==> src/rtl/vx_warp_ibuffer.sv <==
// vx_warp_ibuffer: per-warp instruction FIFOs with round-robin issue into a registered valid/ready output
module vx_warp_ibuffer #(
    parameter int NUM_WARPS = 4,
    parameter int DEPTH     = 2,
    parameter int DATAW     = 128
) (
    input  logic                         clk,
    input  logic                         reset,
    input  logic                         in_valid,
    input  logic [$clog2(NUM_WARPS)-1:0] in_wid,
    input  logic [DATAW-1:0]             in_data,
    output logic                         in_ready,
    output logic                         out_valid,
    output logic [$clog2(NUM_WARPS)-1:0] out_wid,
    output logic [DATAW-1:0]             out_data,
    input  logic                         out_ready,
    output logic [NUM_WARPS-1:0]         warp_full,
    output logic [NUM_WARPS-1:0]         warp_empty
);
    localparam int WIDW = $clog2(NUM_WARPS);
    localparam int PTRW = $clog2(DEPTH);
    localparam int CNTW = $clog2(DEPTH + 1);

    logic [DATAW-1:0]     mem   [NUM_WARPS][DEPTH];
    logic [PTRW-1:0]      wptr  [NUM_WARPS];
    logic [PTRW-1:0]      rptr  [NUM_WARPS];
    logic [CNTW-1:0]      count [NUM_WARPS];
    logic [WIDW-1:0]      rr_ptr;
    logic [WIDW-1:0]      grant;
    logic [WIDW-1:0]      idx;
    logic                 grant_valid;
    logic                 load_en;
    logic                 push;
    logic                 pop;
    logic [NUM_WARPS-1:0] cand;

    assign in_ready = count[in_wid] < CNTW'(DEPTH);
    assign push     = in_valid & in_ready;
    assign load_en  = ~out_valid | out_ready;
    assign cand     = ~warp_empty;
    assign pop      = load_en & grant_valid;

    // Occupancy flags seen by the warp scheduler (output register not included)
    always_comb begin
        warp_full  = '0;
        warp_empty = '0;
        for (int w = 0; w < NUM_WARPS; w++) begin
            warp_full[w]  = count[w] == CNTW'(DEPTH);
            warp_empty[w] = count[w] == '0;
        end
    end

    // Round-robin pick: scan downward so the warp closest after rr_ptr wins, rr_ptr itself last
    always_comb begin
        grant       = rr_ptr;
        grant_valid = 1'b0;
        idx         = '0;
        for (int i = NUM_WARPS; i >= 1; i--) begin
            idx = rr_ptr + WIDW'(i);
            if (cand[idx]) begin
                grant       = idx;
                grant_valid = 1'b1;
            end
        end
    end

    // Payload storage; contents are don't-care until counted, so no reset needed
    always_ff @(posedge clk) begin
        if (push)
            mem[in_wid][wptr[in_wid]] <= in_data;
    end

    // Per-warp pointers and counts; push and pop on one warp cancel in the count
    always_ff @(posedge clk or negedge reset) begin
        if (!reset) begin
            for (int w = 0; w < NUM_WARPS; w++) begin
                wptr[w]  <= '0;
                rptr[w]  <= '0;
                count[w] <= '0;
            end
        end else begin
            for (int w = 0; w < NUM_WARPS; w++) begin
                if (push && in_wid == WIDW'(w))
                    wptr[w] <= wptr[w] + 1'b1;
                if (pop && grant == WIDW'(w))
                    rptr[w] <= rptr[w] + 1'b1;
                count[w] <= count[w] + CNTW'(push && in_wid == WIDW'(w))
                                     - CNTW'(pop && grant == WIDW'(w));
            end
        end
    end

    // Output register and round-robin pointer; both hold while the scoreboard stalls
    always_ff @(posedge clk or negedge reset) begin
        if (!reset) begin
            out_valid <= 1'b0;
            out_wid   <= '0;
            out_data  <= '0;
            rr_ptr    <= '0;
        end else if (load_en) begin
            out_valid <= grant_valid;
            if (grant_valid) begin
                out_wid  <= grant;
                out_data <= mem[grant][rptr[grant]];
                rr_ptr   <= grant;
            end
        end
    end

`ifndef SYNTHESIS
    a_no_push_full : assert property (@(posedge clk) disable iff (!reset)
        !(push && warp_full[in_wid]));
    a_hold_stable : assert property (@(posedge clk) disable iff (!reset)
        (out_valid && !out_ready) |=> $stable(out_data));
`endif

endmodule

==> config.mk <==
export PLATFORM = sky130hd
export DESIGN_NAME = vx_warp_ibuffer
export DESIGN_NICKNAME = d
export VERILOG_FILES = /design/src/rtl/vx_warp_ibuffer.sv
export SDC_FILE = /design/constraint.sdc
export NUM_CORES = 1
export LEC_CHECK = 0
export CORE_MARGIN = 4
export CORE_UTILIZATION = 39
export DETAILED_ROUTE_END_ITERATION = 8
export PLACE_DENSITY = 0.65
export SLEW_MARGIN = 20
export SYNTH_ARGS = -nofsm -noshare
export SYNTH_HDL_FRONTEND = slang
export SYNTH_SLANG_ARGS = --single-unit
==> constraint.sdc <==
create_clock -name clk -period 16.2 [get_ports clk]
set_input_delay 4.86 -clock clk [delete_from_list [all_inputs] [get_ports clk]]
set_output_delay 4.86 -clock clk [all_outputs]
set_load 0.005 [all_outputs]
==> results of run 1 <==
power groups by stage:
stage / clock network (W) / registers, W / logic [W]
2_1_floorplan: 0 / 0.00388 / 0.00424
3_3_place_gp: 0 / 0.00395 / 0.00596
3_5_place_dp: 0 / 0.00394 / 0.00605
4_1_cts: 0.00273 / 0.00389 / 0.00605
5_1_grt: 0.00285 / 0.00391 / 0.00659
6_report: 0.00269 / 0.00388 / 0.00609
sequential cells by signal, summed over array words and instances, names as in the netlist:
register	flops
out_valid	1
mem	1024
rr_ptr	2
wptr	4
count	8
out_data	128
rptr	4
critical path, delay by kind of cell:
family	cells	cell delay (ps)
compound gates	1	170
buf+inv	2	1100
mux	1	350
cell families after synthesis:
kind of cell	Yosys count
multiplexers	4
XOR/XNOR	12
adder cells (fa/ha/maj)	8
flip-flops	1171
AND/OR/NAND/NOR	819
AO/OA/AOI/OAI	1298
buffers and inverters	437
cells in the mapped netlist, types with 2 or more instances:
master    instances  area (um^2)
nor3_1            5         25.0
xnor2_1           8         70.1
and2_1            4         25.0
nand2_1         133          499
inv_1             9         33.8
mux2_2            2         22.5
a211oi_2         18          225
nor4_2           17          213
xor2_1            4         35.0
edfxtp_1       1024        30700
a22oi_1         256         1920
a211oi_1        367         2760
o21ai_0         516         2580
dfrtp_1         147         3680
nand2b_1          2         12.5
buf_4            10         75.1
buf_6            30          338
buf_2            90          450
buf_1             2         7.51
nor2b_1           6         37.5
nor4_1          112          701
o31ai_1         113          848
o31ai_2          17          213
nand3_1         516         2580
nor2_1           16         60.1
ha_1              8          100
clkbuf_1        295         1110
o21ai_4           2         32.5
how the worst max path moves through the flow:
stage | start | end | slack, ps | cells past startpoint
floorplan | in_wid[0] | mem[3][0]$_DFFE_PP_ | 4650 | 2
global placement | in_wid[1] | in_ready | 4790 | 4
detailed placement | in_wid[1] | in_ready | 4860 | 4
CTS | in_wid[1] | in_ready | 4860 | 4
global route | in_wid[1] | in_ready | 4770 | 4
finish | in_wid[1] | in_ready | 4860 | 4
layout make-up:
cell class	count	area, um^2
Inverter	9	33.8
Tap cell	1650	2060
Multi-Input combinational cell	2141	13300
Clock inverter	47	427
Sequential cell	1171	34400
Timing Repair Buffer	334	3290
Fill cell	11000	69100
Antenna cell	14	35.0
Clock buffer	176	3410
layer usage:
layer | GRT usage (%) | vias to the layer above | wire length (um)
met5 | 0 | - | 56
met1 | 28.6 | 17500 | 59600
li1 | - | 15000 | -
met3 | 4.40 | 333 | 12100
met2 | 34.7 | 1576 | 70600
met4 | 8.08 | 10 | 4520
through the flow:
| stage | area [um^2] | util [%] | hold slack (ps) | cells | worst slack (ps) |
|---|---|---|---|---|---|
| floorplan | 49600 | - | 441 | 3749 | 4650 |
| global placement | 53100 | 42.1 | 456 | 5305 | 4790 |
| detailed placement | 53100 | 42.1 | 460 | 5305 | 4860 |
| CTS | 57000 | 45.2 | 476 | 5528 | 4860 |
| global route | 57000 | 45.2 | 490 | 5534 | 4770 |
| finish | 57000 | 45.2 | 474 | 5542 | 4860 |
==> impl_metrics.json, run 1 <==
{
  "ys_types": 48,
  "synthMuxAreaShare_pct": 0.136,
  "drv_cap": 0,
  "r2r_cells": 8,
  "critical_path_class": "in2out",
  "cpMostUsedCell": "clkdlybuf4s50_1",
  "fmax_ghz": 0.0882,
  "synthAdderAreaFrac_pct": 0.202,
  "initial_core_util_pct": 39.4,
  "required_ps": 11340,
  "cp_slowest_stage_delay_ps": 570,
  "ys_seq_elements": 1171,
  "clk_pin_slew_ps": 60,
  "hold_buffers": 0,
  "p_total_w": 0.0127,
  "vias": 34400,
  "synthFlopType": "edfxtp_1",
  "area.growth.synth_to_final_pct": 14.8,
  "power_frac_seq_pct": 30.7,
  "io_pins": 274,
  "yosys.area_share.xor_xnor_pct": 0.212,
  "yosys.area_share.simple_pct": 8.53,
  "ys_warn_count": 0,
  "clkLatencyLatePin_ps": 710,
  "sw_frac_of_total_pct": 43.1,
  "gp_congestion": 0.737,
  "syn-num-nets": 3891,
  "p_clk_share_pct": 21.2,
  "rows": 130,
  "cts_setup_buffers": 0,
  "power_frac_comb_pct": 48.1,
  "fin_skew_ps": 28.5,
  "async_flop_share_pct": 12.6,
  "synth_top_family_by_area": "compound AO/OA/AOI/OAI gates",
  "cp_cell_sequence": "clkdlybuf4s50_1 -> mux2_2 -> o21ai_0 -> clkdlybuf4s50_1",
  "r2r-start": "count[7]$_DFF_PN0_",
  "cts_buffer_depth": 3,
  "hp-start": "out_data[108]$_DFFE_PN0P_",
  "die_y_um": 365,
  "cts_resized": 0,
  "p_int_w": 0.00721,
  "final_nets": 3918,
  "syn_inst": 3749,
  "drt_iter0_markers": 3728,
  "p_leak_nw": 18.3,
  "finalMaxSlewViolations": 0,
  "ant_nets": 0,
  "antenna_found_initial": 19,
  "die_w_um": 365,
  "numCtsBuffers": 119,
  "final_common_cell": "edfxtp_1",
  "crit_arrival_ps": 6480,
  "synth_enable_flop_cells": 1024,
  "final_cell_mix": "edfxtp_1 (1024), nand3_1 (516), o21ai_0 (516)",
  "cts_tree": "built",
  "worst_pin_slew_ps": 1190,
  "r2r_setup_slack_ps": 11740,
  "netlist_area_um2": 49600,
  "period_minus_slack_ps": 11340,
  "grt_max_degree": 197,
  "rsz0062_at_grt": "false",
  "core_area_um2": 126000,
  "htree_levels": 3,
  "synth-compound-area-share_pct": 17.5,
  "grt_pass1_wl_um": 219000,
  "power.switching_w": 0.00546,
  "hold_violations": 0,
  "drc": 0,
  "hold_depth": 2,
  "vias_per_cell": 6.20,
  "yosysSeqAreaShare_pct": 69.4,
  "first_global_vias": 34000,
  "peakVddDrop_mv": 0.287,
  "wl_per_cell_um": 26.5,
  "dpl.hpwl_um": 69500,
  "drive_above_1_share_pct": 8.15,
  "syn_avg_cell_area_um2": 13.2,
  "min_to": "out_data[108]$_DFFE_PN0P_",
  "cp_slowest_cell": "clkdlybuf4s50_1",
  "io_buffers": 273,
  "fin_crit_sh_pct": 70.0,
  "track_usage_pct": 21.4,
  "cts_root_buf": "clkbuf_16",
  "gr-total-overflow": 0,
  "end_kind": "output port",
  "cts_sinks": 1171,
  "slew_headroom_pct": 20.8,
  "wl_um": 147000,
  "crit_fanout": 6,
  "crit_path_start_kind": "input port",
  "setup_viol": 0,
  "fin_tns_setup_ps": 0,
  "firstDrtPassIters": 6,
  "p_per_area_nw_per_um2": 222,
  "die-area_um2": 133000,
  "status": "finished clean",
  "hold_path.class": "reg2reg",
  "worstReg2RegEnd": "out_data[24]$_DFFE_PN0P_"
}
No activity file was read; power rests on OpenSTA's default activity.
==> inputs of run 2 (changes only) <==
--- a/config.mk
+++ b/config.mk
@@ -8,7 +8,7 @@
 export CORE_MARGIN = 4
 export CORE_UTILIZATION = 39
 export DETAILED_ROUTE_END_ITERATION = 8
-export PLACE_DENSITY = 0.65
+export PLACE_DENSITY = 0.67
 export SLEW_MARGIN = 20
 export SYNTH_ARGS = -nofsm -noshare
 export SYNTH_HDL_FRONTEND = slang
==> constraint.sdc (replaced) <==
create_clock -name clk -period 9.1 [get_ports clk]
set_input_delay 2.73 -clock clk [delete_from_list [all_inputs] [get_ports clk]]
set_output_delay 2.73 -clock clk [all_outputs]
set_load 0.005 [all_outputs]
==> run 2 against run 1 <==
  * Clock-buffer cell count fell by 6
  * Global-route usage is 0.18 points lower
  * Register-to-register slack got worse by 7400 ps
  * Die area unchanged
  * Non-clock buffer count decreased by 1
  * Sequential share of layout area about the same
  * Core utilization is essentially flat
  * Clock power grew 78%
  * Final area hardly changed
  * Final cell count about the same
  * Sequential cell count stayed put
  * Critical path type unchanged
  * Critical endpoint unchanged
==> impl_metrics.json, run 2 (synthesis results as in run 1) <==
{
  "worst_pin_slew_ps": 1240,
  "hold_buffers": 0,
  "grt_busiest_layer": "met2",
  "required_ps": 6370,
  "clkLatencyLatePin_ps": 730,
  "crit_fanout": 6,
  "antenna_found_initial": 21,
  "initial_core_util_pct": 39.4,
  "track_usage_pct": 21.3,
  "use_met3_pct": 3.78,
  "fmax_ghz": 0.142,
  "globalRouteMet1Util_pct": 28.4,
  "vias_per_cell": 6.18,
  "p_per_area_nw_per_um2": 395,
  "status": "finished clean",
  "drive_above_1_share_pct": 8.07,
  "setup_viol": 0,
  "cts_tree": "built",
  "gr-total-overflow": 0,
  "cts_resized": 0,
  "layout_setup_ws_ps": 2040,
  "first_global_vias": 33500,
  "cts_root_buf": "clkbuf_16",
  "gp_congestion": 0.733,
  "vias": 34300,
  "fin_util_pct": 45.2,
  "numCtsBuffers": 119,
  "wl_um": 145000,
  "critical_path_class": "in2out",
  "whs_ps": 475,
  "cts_sinks": 1171,
  "peakVddDrop_mv": 0.474,
  "clk_pin_slew_ps": 60,
  "p_leak_nw": 18.3,
  "io_pins": 274,
  "die-area_um2": 133000,
  "n_fill_cell": 11000,
  "fin_skew_ps": 18.4,
  "largest_reg_flops": 1024,
  "crit_path_start_kind": "input port",
  "io_buffers": 273,
  "ant_nets": 0,
  "dpl.hpwl_um": 68400,
  "final_cell_mix": "edfxtp_1 (1024), nand3_1 (516), o21ai_0 (516)",
  "pre_cts_slack_ps": 2020,
  "crit_arrival_ps": 4330,
  "final-seq-area_um2": 34400,
  "area.growth.synth_to_final_pct": 14.9,
  "final_common_cell": "edfxtp_1",
  "period_minus_slack_ps": 7060,
  "slew_headroom_pct": 17.1,
  "grt_use_met2_pct": 35.1,
  "fin_tns_setup_ps": 0,
  "drc": 0,
  "drt_iter0_markers": 3717,
  "core_area_um2": 126000,
  "firstDrtPassIters": 6,
  "cts_setup_buffers": 0,
  "grt_max_degree": 196,
  "rsz0062_at_grt": "false",
  "r2r_setup_slack_ps": 4360,
  "die_w_um": 365,
  "htree_levels": 3,
  "drv_cap": 0,
  "rows": 130,
  "cts_buffer_depth": 3,
  "grt_pass1_wl_um": 217000,
  "hold_violations": 0,
  "final_nets": 3917,
  "end_kind": "output port",
  "finalMaxSlewViolations": 0,
  "hold_path.class": "reg2reg",
  "fin_crit_sh_pct": 77.6,
  "multi_input_area_um2": 13300,
  "wl_per_cell_um": 26.2,
  "die_y_um": 365
}
==> run 2: through the flow <==
step                      std cells  cell area [um^2]  power [W]
after global placement         5304             53200     0.0175
after floorplan                3749             49600     0.0144
after CTS                      5529             57000     0.0225
after detailed placement       5304             53200     0.0177
after global routing           5538             57000     0.0237
final                          5546             57000     0.0225
==> run 2: cell type report <==
type	count	share of cell area, %
sequential	1171	60.4
multi-input combinational	2141	23.3
timing repair buffer	333	5.85
clock buffer	170	5.79
tap	1650	3.62
clock inverter	55	0.893
antenna	17	0.0746
inverter	9	0.0593
==> run 2: worst max-delay path, stage by stage <==
cell and delay, ps:
clkdlybuf4s50_1 580, mux2_2 360, o21ai_0 140, clkdlybuf4s50_1 520
==> run 2: worst paths after layout <==
check | cells after the start | startpoint | endpoint
min in group asynchronous | 1 | reset | out_data[83]$_DFFE_PN0P_
worst max register to register | 7 | count[7]$_DFF_PN0_ | out_data[57]$_DFFE_PN0P_
worst max-delay path | 4 | in_wid[1] | in_ready
max in group asynchronous | 2 | reset | out_data[21]$_DFFE_PN0P_
worst min register to register | 2 | out_data[74]$_DFFE_PN0P_ | out_data[74]$_DFFE_PN0P_
worst min-delay path | 2 | out_data[74]$_DFFE_PN0P_ | out_data[74]$_DFFE_PN0P_
==> run 2: report_power, final <==
group / leakage, nW / switching (W) / internal [W]
Combinational: 5.40 / 0.00720 / 0.00359
Clock: 1.88 / 0.00204 / 0.00277
Sequential: 11.0 / 0.000391 / 0.00651
Total: 18.3 / 0.00963 / 0.0129
==> run 2: layer usage <==
layer	wire length [um]	share of wire, %
met5	59	0.041
met4	3620	2.5
met3	12000	8.3
met2	70400	48
met1	59200	41
